File: config.mk
export PLATFORM = sky130hd
export DESIGN_NAME = rtc_bus_cycle
export DESIGN_NICKNAME = d
export VERILOG_FILES = /design/src/rtl/rtc_bus_cycle.sv
export SDC_FILE = /design/constraint.sdc
export NUM_CORES = 1
export LEC_CHECK = 0
export ABC_CLOCK_PERIOD_IN_PS = 5900
export CAP_MARGIN = 25
export CORE_AREA = 4 4 109 85
export CTS_CLUSTER_SIZE = 28
export DETAILED_ROUTE_END_ITERATION = 10
export DIE_AREA = 0 0 113 89
export REMOVE_ABC_BUFFERS = 1
export SYNTH_ARGS = -nofsm -noshare
export SYNTH_HDL_FRONTEND = slang
export SYNTH_SLANG_ARGS = --single-unit
export TNS_END_PERCENT = 30
File: constraint.sdc
create_clock -name clk_i -period 5.9 [get_ports clk_i]
set_input_delay 1.475 -clock clk_i [delete_from_list [all_inputs] [get_ports clk_i]]
set_output_delay 1.475 -clock clk_i [all_outputs]
set_load 0.01 [all_outputs]
File: src/rtl/rtc_bus_cycle.sv
// Bus-cycle engine for the external RTC: turns a single-cycle register request into a
// timed multiplexed address/data cycle (CS, AS, RD/WR strobe, recovery) and returns read data.
module rtc_bus_cycle #(
    parameter int unsigned T_ADDR = 5,
    parameter int unsigned T_AH   = 2,
    parameter int unsigned T_STB  = 15,
    parameter int unsigned T_DH   = 3,
    parameter int unsigned T_REC  = 20
) (
    input  logic       clk_i,
    input  logic       reset_n_i,
    input  logic       req_i,
    input  logic       we_i,
    input  logic [7:0] addr_i,
    input  logic [7:0] wdata_i,
    output logic       busy_o,
    output logic       done_o,
    output logic [7:0] rdata_o,
    output logic [7:0] ad_o,
    output logic       ad_oe_o,
    input  logic [7:0] ad_i,
    output logic       as_o,
    output logic       cs_n_o,
    output logic       rd_n_o,
    output logic       wr_n_o
);

    typedef enum logic [2:0] {
        S_IDLE, S_ADDR, S_AHOLD, S_STROBE, S_DHOLD, S_RECOV
    } state_t;

    localparam logic [7:0] L_ADDR = (T_ADDR == 0) ? 8'd1 : 8'(T_ADDR);
    localparam logic [7:0] L_AH   = (T_AH   == 0) ? 8'd1 : 8'(T_AH);
    localparam logic [7:0] L_STB  = (T_STB  == 0) ? 8'd1 : 8'(T_STB);
    localparam logic [7:0] L_DH   = (T_DH   == 0) ? 8'd1 : 8'(T_DH);
    localparam logic [7:0] L_REC  = (T_REC  == 0) ? 8'd1 : 8'(T_REC);

    state_t     state, state_nxt;
    logic [7:0] cnt, cnt_nxt;
    logic       we_q;
    logic [7:0] addr_q, wdata_q;
    logic       last;

    logic       busy_d, done_d, ad_oe_d, as_d, cs_n_d, rd_n_d, wr_n_d;
    logic [7:0] ad_d, addr_src;

    function automatic logic [7:0] load_val(input state_t s);
        case (s)
            S_ADDR:   return L_ADDR;
            S_AHOLD:  return L_AH;
            S_STROBE: return L_STB;
            S_DHOLD:  return L_DH;
            S_RECOV:  return L_REC;
            default:  return 8'd1;
        endcase
    endfunction

    always_comb begin
        state_nxt = state;
        cnt_nxt   = cnt;
        last      = (cnt <= 8'd1);
        case (state)
            S_IDLE:   if (req_i) state_nxt = S_ADDR;
            S_ADDR:   if (last)  state_nxt = S_AHOLD;
            S_AHOLD:  if (last)  state_nxt = S_STROBE;
            S_STROBE: if (last)  state_nxt = S_DHOLD;
            S_DHOLD:  if (last)  state_nxt = S_RECOV;
            S_RECOV:  if (last)  state_nxt = S_IDLE;
            default:             state_nxt = S_IDLE;
        endcase
        if (state_nxt != state)
            cnt_nxt = load_val(state_nxt);
        else if (state != S_IDLE)
            cnt_nxt = cnt - 8'd1;
    end

    // Pins are decoded from the next state and registered, so they are flop outputs
    // that change on the same edge as the state; the address comes straight from
    // addr_i on the accepting edge because addr_q is loaded on that same edge.
    always_comb begin
        addr_src = (state == S_IDLE) ? addr_i : addr_q;
        busy_d   = (state_nxt != S_IDLE);
        done_d   = (state == S_RECOV) && (state_nxt == S_IDLE);
        cs_n_d   = 1'b1;
        as_d     = 1'b0;
        rd_n_d   = 1'b1;
        wr_n_d   = 1'b1;
        ad_oe_d  = 1'b0;
        ad_d     = '0;
        case (state_nxt)
            S_ADDR: begin
                cs_n_d  = 1'b0;
                as_d    = 1'b1;
                ad_oe_d = 1'b1;
                ad_d    = addr_src;
            end
            S_AHOLD: begin
                cs_n_d  = 1'b0;
                ad_oe_d = 1'b1;
                ad_d    = addr_src;
            end
            S_STROBE: begin
                cs_n_d = 1'b0;
                if (we_q) begin
                    wr_n_d  = 1'b0;
                    ad_oe_d = 1'b1;
                    ad_d    = wdata_q;
                end else begin
                    rd_n_d = 1'b0;
                end
            end
            S_DHOLD: begin
                cs_n_d = 1'b0;
                if (we_q) begin
                    ad_oe_d = 1'b1;
                    ad_d    = wdata_q;
                end
            end
            default: ;
        endcase
    end

    always_ff @(posedge clk_i or negedge reset_n_i) begin
        if (!reset_n_i) begin
            state   <= S_IDLE;
            cnt     <= '0;
            we_q    <= 1'b0;
            addr_q  <= '0;
            wdata_q <= '0;
            busy_o  <= 1'b0;
            done_o  <= 1'b0;
            rdata_o <= '0;
            ad_o    <= '0;
            ad_oe_o <= 1'b0;
            as_o    <= 1'b0;
            cs_n_o  <= 1'b1;
            rd_n_o  <= 1'b1;
            wr_n_o  <= 1'b1;
        end else begin
            state   <= state_nxt;
            cnt     <= cnt_nxt;
            busy_o  <= busy_d;
            done_o  <= done_d;
            ad_o    <= ad_d;
            ad_oe_o <= ad_oe_d;
            as_o    <= as_d;
            cs_n_o  <= cs_n_d;
            rd_n_o  <= rd_n_d;
            wr_n_o  <= wr_n_d;
            if (state == S_IDLE && req_i) begin
                we_q    <= we_i;
                addr_q  <= addr_i;
                wdata_q <= wdata_i;
            end
            if (state == S_STROBE && last && !we_q)
                rdata_o <= ad_i;
        end
    end

endmodule

==> flow_summary_export.csv <==
group,metric,value,unit
status,status,"finished clean",
pwr,combPwrFrac,5.8,%
global_routing,grt_pass1_wl,9577,um
drt,drt-initial-drc-count,200,
yosys,yosys.area.top_type_share,49.72,%
global_routing,grt_max_degree,52,
sta,rsz0062_at_grt,"no",
clocking,cts_setup_buffers,0,
sta,maxSlewViolCount,0,
worst_setup_path,criticalPathCategory,"in -> reg",
floorplanning,boundaryPins,51,
min_path,hp-class,"reg -> reg",
floorplanning,die_h,89,um
global_routing,grt_pass1_vias,1889,
yosys,post_synth.cell_area_avg,9.782,um2
pwr,p_int,0.0005018,W
sta,fin_setup_tns,0,ns
worst_setup_path,arrival,3.12,ns
floorplanning,core,8237,um2
yosys,synth_area_leaders,"dfrtp_1 (50%), nand2_1 (9.8%), mux2_2 (4.2%), mux2i_1 (3.7%), dfstp_2 (3.3%)",
worst_setup_path,start_kind,"input port",
pwr,p_sw_share,20.15,%
worst_setup_path,cp_max_fo,8,
yosys,netlist_area,2416,um2
floorplanning,die_x,113,um
clocking,cts_buffer_depth,2,
worst_setup_path,cp-end-kind,"register",
pwr,leakage,1.337,nW
global_routing,grt.overflow.total,0,
layout,area_growth,29.36,%
clocking,ctsResizeCount,0,
pwr,power.density,201.1,nW/um2
yosys,async_flop_share,100.0,%
floorplanning,rows,29,
drt,vias,1900,
pwr,finalPower,0.0006285,W
yosys,yosysWarningCount,0,
layout,fin_nets,324,
sta,setup_viol,0,
clocking,clock_sinks,51,
clocking,path_clk_slew,0.09,ns
pwr,p_clk_share,38.0,%
yosys,ys_seq_area_share,52.98,%
layout,diodes,0,
yosys,synthDistinctLibCells,41,
pwr,peakVddDrop,0.09483,mV
global_routing,grt_usage,11.92,%
drt,drcViolationCount,0,
place,dp.final_hpwl,3932,um
sta,skew,0.01604,ns
yosys,yosys_register_bits,51,
clocking,cts_buffers,5,
pwr,p_switching,0.0001266,W
place,numPortBuffers,50,
clocking,h-tree-depth,2,
drt,vias_per_cell,4.715,
sta,max_freq,340.6,MHz
drt,drt.antenna.violating_nets,0,
worst_setup_path,critPathRequiredTime,6.08,ns
job,cap_violations,0,
sta,tightest_slew,0.9825,ns
sta,layout_min_cycle_time,2.936,ns
yosys,synth-edff-count,0,
yosys,ys.flop_type,"dfrtp_1",
clocking,cts_tree,"built",
floorplanning,start_util,29.33,%
yosys,synth_common_cells,"nand2_1 (63), dfrtp_1 (48), nor2_1 (20)",
yosys,synth_cells,247,
yosys,yosysMostFrequentCell,"nand2_1",
layout,drive_above_1_share,10.85,%
pwr,seqPwrFrac,56.2,%
global_routing,antenna_found_initial,0,
clocking,clk_latency,0.30,ns
drt,wl_per_cell,14.36,um
drt,dr.pass1.iters,4,
sta,slew_headroom,34.50,%
sta,hold_violations,0,
place,gp_congestion,0.8650,
floorplanning,dieArea,10060,um2
drt,finalWirelength,5789,um
sta,timing.final.crit_share,49.76,%
yosys,yosys.area.top_type,"dfrtp_1",
clocking,hold_buffers,0,
clocking,root_buffer,"clkbuf_8",
## worst max-delay path: stages
cell,delay (ns)
clkdlybuf4s50_1,0.61
nor2_1,0.09
a211oi_1,0.53
mux2_2,0.40
## power by group through the flow
stage	Clock, W	Sequential, W	Combinational [W]
after global placement	0	0.000360	0.0000369
after floorplan	0	0.000362	0.00000288
after detailed placement	0	0.000360	0.0000370
after global routing	0.000263	0.000354	0.0000398
final	0.000239	0.000353	0.0000363
after CTS	0.000249	0.000353	0.0000373
## final cells by class
cell class | count | area (um2)
sequential | 51 | 1280
timing repair buffer | 52 | 510.5
tap | 108 | 135.1
inverter | 6 | 22.52
fill | 846 | 5111
clock buffer | 7 | 76.32
multi-input combinational | 178 | 1071
clock inverter | 1 | 30.03
## through the flow
stage                     std cells  hold slack (ns)  instance area, um2  worst slack, ns  util [%]
after detailed placement        395           0.4633                3019            2.664     36.66
after global placement          395           0.4573                3019            2.759     36.66
after global routing            403           0.5180                3126            2.835     37.95
final                           403           0.4800                3126            2.964     37.95
after floorplan                 235           0.4450                2369            3.275         -
after CTS                       403           0.4863                3126            2.983     37.95
## cell families (layout without fill, tap and decap cells)
kind of cell    after synthesis  in the layout  share of synthesized area [%]
fa+ha+maj                     2              2                          1.036
flops                        51             51                          52.98
simple gates                107            107                          20.72
compound gates               45             45                          12.27
xor+xnor                      6              6                          2.175
mux                          18             18                          7.924
buf+inv                      18             66                          2.900
## registers in the layout, indices dropped and copies added (netlist names)
signal and cells:
done_o 1, as_o 1, addr_q 8, busy_o 1, wdata_q 8, state 3
we_q 1, ad_oe_o 1, rd_n_o 1, rdata_o 8, cnt 8, ad_o 8
wr_n_o 1, cs_n_o 1
## worst paths after layout
| check | start | endpoint | slack, ns | cells after the start |
|---|---|---|---|---|
| max | req_i | cnt[4]$_DFFE_PN0P_ | 2.96 | 4 |
| max reg2reg | cnt[4]$_DFFE_PN0P_ | ad_o[5]$_DFF_PN0_ | 3.43 | 4 |
| min | addr_q[1]$_DFFE_PN0P_ | addr_q[1]$_DFFE_PN0P_ | 0.48 | 2 |
| min in group asynchronous | reset_n_i | ad_o[4]$_DFF_PN0_ | 1.29 | 2 |
| max in group asynchronous | reset_n_i | busy_o$_DFF_PN0_ | 4.17 | 2 |
| min reg2reg | addr_q[1]$_DFFE_PN0P_ | addr_q[1]$_DFFE_PN0P_ | 0.48 | 2 |
## metal layers
| layer | wire length [um] | global-route usage [%] | vias up | part of all wire, % |
|---|---|---|---|---|
| li1 | - | - | 939 | - |
| met1 | 2914 | 17.37 | 898 | 50 |
| met2 | 2473 | 18.01 | 61 | 43 |
| met3 | 386 | 3.518 | 2 | 6.7 |
| met4 | 14 | 1.747 | 0 | 0.24 |
| met5 | 0 | 0 | - | 0 |
## layout by cell type, fill, tap and decap left out, drive strengths merged, types with 4 or more instances in the layout
master         instances
inv                    6
mux2                   9
nor2                  20
mux2i                  9
dfrtp                 48
nand2                 63
a21oi                  4
o22ai                 10
clkbuf                 7
nor3                   5
o21ai                 10
o31ai                  5
a31oi                  5
clkdlybuf4s50         49
No activity file was read; power rests on OpenSTA's default activity.
